**src/rtl/auto_play_seq.sv**
```systemverilog
// ---------------------------------------------------------------------------
// auto_play_seq
//
// Auto-play sequencer for the electronic-piano top level. The user selects a
// song and a tempo level, starts/pauses/stops playback and may loop a song.
// The block clocks the song library, rewinds it to the song start, watches
// for the end-of-song note and builds the 8-character tube display text.
//
// Ports:
//   clk             system clock
//   enable          synchronous active-low reset
//   up / down       next / previous song (level buttons, edge-detected)
//   left / right    tempo level +1 / -1 (saturating)
//   Begin           play/pause toggle
//   loop_mode       1 = restart the song at its end, 0 = stop at its end
//   lib_in_note     current note from the song library
//   lib_clk         library advance clock
//   lib_RorW        library read/write select, always read (0)
//   lib_back_to     0 = library held at song start, 1 = library running
//   lib_song_select song index presented to the library
//   tub_text        eight 5-bit character codes, leftmost character in MSBs
// ---------------------------------------------------------------------------
module auto_play_seq #(
  parameter int              SONG_W      = 3,
  parameter int              BPM_W       = 3,
  parameter int              BPM_DEFAULT = 3,
  parameter int              DIV_BASE    = 10,
  parameter int              DIV_STEP    = 15,
  parameter int              NOTE_W      = 5,
  parameter logic [NOTE_W-1:0] END_CODE  = {NOTE_W{1'b1}},
  parameter int              CNT_W       = 16
) (
  input  logic              clk,
  input  logic              enable,
  input  logic              up,
  input  logic              down,
  input  logic              left,
  input  logic              right,
  input  logic              Begin,
  input  logic              loop_mode,
  input  logic [NOTE_W-1:0] lib_in_note,
  output logic              lib_clk,
  output logic              lib_RorW,
  output logic              lib_back_to,
  output logic [SONG_W-1:0] lib_song_select,
  output logic [39:0]       tub_text
);

  typedef enum logic [1:0] {
    IDLE,
    PLAY,
    PAUSE,
    REWIND
  } state_t;

  localparam logic [4:0] CH_BLANK = 5'd21;

  state_t            state;
  logic [SONG_W-1:0] song;
  logic [BPM_W-1:0]  bpm;
  logic [CNT_W-1:0]  counter;
  logic              started;
  logic              rew_cnt;

  // Button order in the vectors: {up, down, left, right, Begin}.
  logic [4:0] btn_q;
  logic [4:0] btn_prev;
  logic [4:0] rise;

  logic song_inc, song_dec, song_chg;
  logic bpm_inc, bpm_dec;
  logic begin_rise;
  logic end_hit;
  logic [CNT_W-1:0] limit;

  assign lib_RorW = 1'b0;

  assign rise       = btn_q & ~btn_prev;
  // Opposing buttons pressed together cancel each other out.
  assign song_inc   = rise[4] & ~rise[3];
  assign song_dec   = rise[3] & ~rise[4];
  assign song_chg   = song_inc | song_dec;
  assign bpm_inc    = rise[2] & ~rise[1];
  assign bpm_dec    = rise[1] & ~rise[2];
  assign begin_rise = rise[0];
  assign end_hit    = started && (lib_in_note == END_CODE);

  assign limit = CNT_W'(DIV_BASE) + CNT_W'(DIV_STEP) * CNT_W'(bpm);

  function automatic logic [39:0] text_of(input state_t st,
                                          input logic [SONG_W-1:0] s,
                                          input logic [BPM_W-1:0] b);
    logic [4:0] sc;
    logic [4:0] bc;
    sc = 5'(s);
    bc = 5'(b);
    case (st)
      IDLE:    text_of = {5'd15, 5'd23, 5'd15, 5'd24, CH_BLANK, bc, CH_BLANK, sc};
      PAUSE:   text_of = {5'd18, 5'd19, 5'd10, 5'd22, CH_BLANK, bc, CH_BLANK, sc};
      default: text_of = {5'd18, 5'd19, 5'd10, 5'd22, 5'd1,     bc, CH_BLANK, sc};
    endcase
  endfunction

  // NOTE: all state is updated with non-blocking assignments so every branch
  // below sees the values from before this edge, independent of ordering.
  always_ff @(posedge clk) begin
    if (!enable) begin
      state           <= IDLE;
      song            <= '0;
      bpm             <= BPM_W'(BPM_DEFAULT);
      counter         <= '0;
      started         <= 1'b0;
      rew_cnt         <= 1'b0;
      lib_clk         <= 1'b0;
      lib_back_to     <= 1'b0;
      lib_song_select <= '0;
      btn_q           <= '0;
      btn_prev        <= '0;
      tub_text        <= text_of(IDLE, '0, BPM_W'(BPM_DEFAULT));
    end else begin
      btn_q    <= {up, down, left, right, Begin};
      btn_prev <= btn_q;
      tub_text <= text_of(state, song, bpm);

      if (song_inc) song <= song + 1'b1;
      if (song_dec) song <= song - 1'b1;

      if (bpm_inc && bpm != '1) bpm <= bpm + 1'b1;
      if (bpm_dec && bpm != '0) bpm <= bpm - 1'b1;

      case (state)
        IDLE: begin
          lib_back_to <= 1'b0;
          lib_clk     <= 1'b0;
          counter     <= '0;
          if (begin_rise && !song_chg) begin
            state           <= PLAY;
            lib_song_select <= song;
            started         <= 1'b0;
            lib_back_to     <= 1'b1;
          end
        end

        PLAY: begin
          if (song_chg) begin
            state       <= IDLE;
            lib_back_to <= 1'b0;
            lib_clk     <= 1'b0;
            counter     <= '0;
          end else if (begin_rise) begin
            state <= PAUSE;
          end else if (end_hit) begin
            state       <= loop_mode ? REWIND : IDLE;
            rew_cnt     <= 1'b0;
            lib_back_to <= 1'b0;
            lib_clk     <= 1'b0;
            counter     <= '0;
          end else begin
            lib_back_to <= 1'b1;
            // NOTE: >= rather than == so a tempo decrease that leaves the
            // counter above the new limit toggles at once instead of wrapping.
            if (counter >= limit) begin
              counter <= '0;
              lib_clk <= ~lib_clk;
              if (!lib_clk) started <= 1'b1;
            end else begin
              counter <= counter + 1'b1;
            end
          end
        end

        PAUSE: begin
          if (song_chg) begin
            state       <= IDLE;
            lib_back_to <= 1'b0;
            lib_clk     <= 1'b0;
            counter     <= '0;
          end else if (begin_rise) begin
            state <= PLAY;
          end
        end

        REWIND: begin
          lib_clk <= 1'b0;
          counter <= '0;
          if (song_chg) begin
            state       <= IDLE;
            lib_back_to <= 1'b0;
          end else if (rew_cnt) begin
            state       <= PLAY;
            started     <= 1'b0;
            lib_back_to <= 1'b1;
          end else begin
            rew_cnt     <= 1'b1;
            lib_back_to <= 1'b0;
          end
        end

        default: state <= IDLE;
      endcase
    end
  end

endmodule
```
**config.mk**
```make
export PLATFORM = sky130hd
export DESIGN_NAME = auto_play_seq
export DESIGN_NICKNAME = d
export VERILOG_FILES = /design/src/rtl/auto_play_seq.sv
export SDC_FILE = /design/constraint.sdc
export NUM_CORES = 1
export LEC_CHECK = 0
export CAP_MARGIN = 25
export CELL_PAD_IN_SITES_DETAIL_PLACEMENT = 1
export CELL_PAD_IN_SITES_GLOBAL_PLACEMENT = 1
export CORE_ASPECT_RATIO = 0.5
export CORE_MARGIN = 8
export CORE_UTILIZATION = 35
export CTS_CLUSTER_DIAMETER = 40
export DETAILED_ROUTE_END_ITERATION = 12
export PLACE_DENSITY_LB_ADDON = 0.1
export SLEW_MARGIN = 5
export SYNTH_ARGS = -nofsm -noshare
export SYNTH_HDL_FRONTEND = slang
export SYNTH_SLANG_ARGS = --single-unit
```
**constraint.sdc**
```tcl
create_clock -name clk -period 10 [get_ports clk]
set_input_delay 3 -clock clk [delete_from_list [all_inputs] [get_ports clk]]
set_output_delay 3 -clock clk [all_outputs]
set_load 0.01 [all_outputs]
```
* Word level (Yosys, flattened, before mapping)
Cells that the tools add are included.
** Operators by class
- Shift-type cells :: 0
- Add/sub/neg operators :: 6
- Reductions and logical operators :: 18
- $mul :: 1
- Divide/modulo/power cells :: 0
- Muxes and demuxes :: 48
- Magnitude comparators :: 1
- Equal/unequal tests :: 20
- Bitwise logic cells :: 12
** Operators with widths (number)
- 16-bit 2-to-1 mux :: 5
- 40-bit case mux with 2 select lines :: 1
- 16-bit case mux with 3 select lines :: 1
- 1-bit 2-to-1 mux :: 23
- 2-bit inequality test (second input constant) :: 10
- 2-bit 2-to-1 mux :: 9
- 16-bit by 1-bit adder with 16-bit output (second input constant) :: 1
- 16-bit by 8-bit greater-or-equal comparator with 1-bit output :: 1
- 3-bit 2-to-1 mux :: 4
- 3-bit inequality test (second input constant) :: 4
- 9-bit AND reduction :: 1
- 4-bit by 7-bit adder with 8-bit output (first input constant) :: 1
- 4-bit inequality test (second input constant) :: 2
- 2-bit case mux with 4 select lines :: 1
- 4-bit by 3-bit multiplier with 7-bit output (first input constant) :: 1
- 3-bit by 1-bit adder with 3-bit output (second input constant) :: 2
- 1-bit case mux with 3 select lines :: 2
- 2-bit nonzero test :: 3
- 3-bit nonzero test :: 2
- 3-bit by 1-bit subtractor with 3-bit output (second input constant) :: 2
- 5-bit AND :: 1
- 5-bit equality test (second input constant) :: 1
- 1-bit NOT :: 5
- 5-bit NOT :: 1
- other kinds (14) :: 22
** Word-level totals
- Input bits :: 13
- Bits in latches :: 0
- ROM bits :: 0
- RAM bits :: 0
- Flip-flop bits (word level) :: 81
- Memories :: 0
- Word-level logic and storage cells :: 118

* Longest topological paths before layout
- Depth in word-level cells :: 9
- Depth in mapped cells :: 15

* Worst setup path before layout
OpenSTA, ideal clock, no wires.
- Kind :: input to register
- Start point :: input port lib_in_note[1]
- End point :: register counter[15]
- Arrival time :: 3.959 ns
- Buffers on the path :: 1
- Required time :: 9.935 ns
- Slack :: 5.977 ns
- Stages on the path :: 6
- Cells stage by stage :: nand4_1 nor2_1 nor3_1 a41oi_2 buf_6 nor2_1
** Between the ends
- Word-level cells in the longest chain between the ends :: 6
** RTL lines
- start, declared :: line 41 : input logic [NOTE_W-1:0] lib_in_note,
- 5-bit equality test :: line 86 : assign end_hit = started && (lib_in_note == END_CODE);
- 1-bit logical AND :: line 86
- 16-bit 2-to-1 mux :: line 152 : end else if (end_hit) begin
- 16-bit 2-to-1 mux :: line 150 : end else if (begin_rise) begin
- 16-bit 2-to-1 mux :: line 145 : if (song_chg) begin
- 16-bit case mux with 3 select lines :: line 131 : case (state)
- end signal, assigned :: line 167 : counter <= counter + 1'b1;
- end, declared :: line 61 : logic [CNT_W-1:0] counter;
No other way between the ends. The select of a mux whose other input is x is not followed.
A chain may end at the register's enable or synchronous reset.

==> impl_metrics.yaml <==
run_status:
  outcome: "finished clean"
hold_path:
  hp-class: "register to register"
detailed_routing:
  detail_route.wirelength_um: 6420
  vias_per_cell: 4.673
  drc: 0
  detail_route.wl_per_cell_um: 14.49
  detailedRoute.firstPassIterationCount: 4
  num_vias: 2070
  drt.antenna.violating_nets: 0
  drt_iter0_drc: 98
clocking:
  worst_setup_hold_path_clk_slew_ns: 0.08
  tritoncts: "yes"
  insertion_delay_ns: 0.30
  cts-buffers-inserted: 5
  postCtsSetupRepairBufs: 0
  clock_tree.buffer_depth: 2
  clk_sinks: 50
  holdBufCountCts: 0
  cts_resized: 0
  htree_num_levels: 2
  cell_chosen_for_the_clock_root: "sky130_fd_sc_hd__clkbuf_16"
sta:
  hold_violations: 0
  finalCritPeriodShare: 0.5136
  final-max-slew-violation-count: 0
  report.final.setup_viol: 0
  hold_ws_ns: 0.4595
  fmax_ghz: 0.1947
  min_period_ns: 5.136
  finalSetupTns_ns: 0
  max_slew_margin: 0.4839
  rsz_0062_raised_after_global_routing: "no"
  fin_skew_ns: 0.009307
  timing_worst_slew_pin_value_ns: 0.7742
placed_design:
  placement.cell_area_mm2: 0.003045
  dpl.hpwl_um: 4886
  buffer_ports.inserted: 35
  finalWeightedCongestion: 0.7217
layout:
  fin_nets: 369
  postLayoutCellArea_mm2: 0.003199
  flow.area_growth_from_synthesis_pct: 15.39
  layout-drive-gt1-share: 0.04532
  layout.filler_cells: 935
  antennaDiodeCount: 0
logic_synthesis:
  synth.yosys.seq_area_share: 0.3610
  synth.area.top_cells: "sky130_fd_sc_hd__dfxtp_1 36%, sky130_fd_sc_hd__ha_1 9.5%, sky130_fd_sc_hd__buf_4 8.9%, sky130_fd_sc_hd__nor2_1 4.3%, sky130_fd_sc_hd__fa_1 3.6%"
  ys_warn_count: 0
  syn_inst: 309
  edff_count_synth: 0
  synth.most_common_cell: "sky130_fd_sc_hd__dfxtp_1"
  synth.cells.most_frequent: "50 x sky130_fd_sc_hd__dfxtp_1, 33 x sky130_fd_sc_hd__buf_4, 32 x sky130_fd_sc_hd__nor2_1"
  async_flop_share: 0
  synth.avg_cell_area_um2: 8.973
  synth-seq-cells: 50
  post-synth-top-area-cell: "sky130_fd_sc_hd__dfxtp_1"
  yosys.cell_types.count: 49
  synth_ff_type: "sky130_fd_sc_hd__dfxtp_1"
  post_synth_instance_area_mm2: 0.002773
  synth.top_cell.area_share: 0.3610
floorplanning:
  coreArea_mm2: 0.007856
  initial_core_util: 0.3529
  overall_die_area_mm2: 0.01120
  die_width_um: 141.9
  ioPinCount: 59
  rows: 23
  height_of_the_die_um: 78.94
grt:
  first_global_vias: 2168
  grt_first_pass_wirelength_um: 10530
  initial_antenna_violation_count: 0
  gr-total-overflow: 0
  grt_util_all_layers: 0.1172
  largest_net_degree_at_the_start_of_global_routing: 23
worst_setup_path:
  crit_fanout: 22
  timing.critical_path.required_ns: 10.15
  setup.worst_path.end_class: "register"
  start_to_end_type_of_the_worst_setup_path: "input port to register"
  worst-endpoint-arrival_ns: 5.28
  start_kind: "input port"
run:
  drv_cap: 0
power_and_ir_drop:
  p_leak_nw: 1.272
  worst_vdd_drop_uv: 68.51
  powerDensity_mw_per_mm2: 159.8
## routing by layer
metal	track usage	share of wire	vias to the layer above
li1	-	-	1027
met1	0.1455	0.49	987
met2	0.1905	0.45	49
met3	0.03947	0.052	7
met4	0.03507	0.011	0
met5	0	0	-
## power by group
group,switching (mW),leakage [nW],internal (mW)
Combinational,0.0626,0.788,0.0509
Clock,0.0833,0.0759,0.0956
Sequential,0.0105,0.408,0.209
Total,0.156,1.27,0.355
## through the flow
step	setup WS, ns	utilization	total power, mW	instances
6_report	4.864	0.4072	0.5114	443
5_1_grt	4.586	0.4072	0.5434	443
4_1_cts	4.835	0.4072	0.5193	443
3_5_place_dp	4.537	0.3876	0.3382	435
3_3_place_gp	4.603	0.3876	0.3307	435
2_1_floorplan	5.977	-	0.3099	330
## sequential cells by signal (all words and copies together), names as in the netlist
| signal | count |
|---|---|
| btn_prev | 5 |
| lib_clk | 1 |
| btn_q | 5 |
| song | 3 |
| bpm | 3 |
| tub_text | 9 |
| started | 1 |
| state | 2 |
| lib_back_to | 1 |
| rew_cnt | 1 |
| counter | 16 |
| lib_song_select | 3 |
## critical path, cell delays in order
cell and delay [ns]:
sky130_fd_sc_hd__clkdlybuf4s50_1 0.77, sky130_fd_sc_hd__inv_1 0.59, sky130_fd_sc_hd__nor2_1 0.12, sky130_fd_sc_hd__a41oi_2 0.65, sky130_fd_sc_hd__nor2_1 0.14
## final timing paths
kind,start,endpoint,slack (ns),cells past startpoint
worst max-delay path,enable,counter[4]$_SDFFE_PN0P_,4.86,5
worst min-delay path,btn_q[3]$_SDFF_PN0_,btn_prev[3]$_SDFF_PN0_,0.46,1
worst max register to register,bpm[1]$_SDFFE_PN1P_,counter[4]$_SDFFE_PN0P_,5.98,14
worst min register to register,btn_q[3]$_SDFF_PN0_,btn_prev[3]$_SDFF_PN0_,0.46,1
## logic make-up after synthesis
family	after synthesis	share of synthesized area
buf+inv	59	0.1300
compound gates	47	0.1151
simple gates	107	0.2026
xor+xnor	16	0.05054
fa+ha+maj	26	0.1309
flops	50	0.3610
mux	2	0.007221
other cells	2	0.002709
## layout by cell type (no fill, tap or decap), drive strengths merged, types with 2 or more instances in the layout
master          n
a211oi          3
a21oi          13
a31oi           5
a41oi           3
and2           15
and3            3
clkbuf          5
clkdlybuf4s50  35
clkinv          2
conb           23
dfxtp          50
fa              5
ha             21
inv            18
mux2i           2
nand2          21
nand2b          4
nand3           7
nand4           7
nor2           33
nor2b           4
nor3            5
nor4            2
o211ai          3
o21a            2
o21ai           8
xnor2          10
xor2            6
## area by class of cell
class,count,area (µm²),share of cell area
well taps,112,140.1,0.04380
repair buffers,35,350.3,0.1095
clock inverters,3,28.78,0.008995
multi-input cells,221,1490,0.4658
flip-flops and latches,50,1001,0.3129
inverters,17,63.81,0.01995
clock buffers,5,125.1,0.03911
Power figures use the tool's default switching activity.
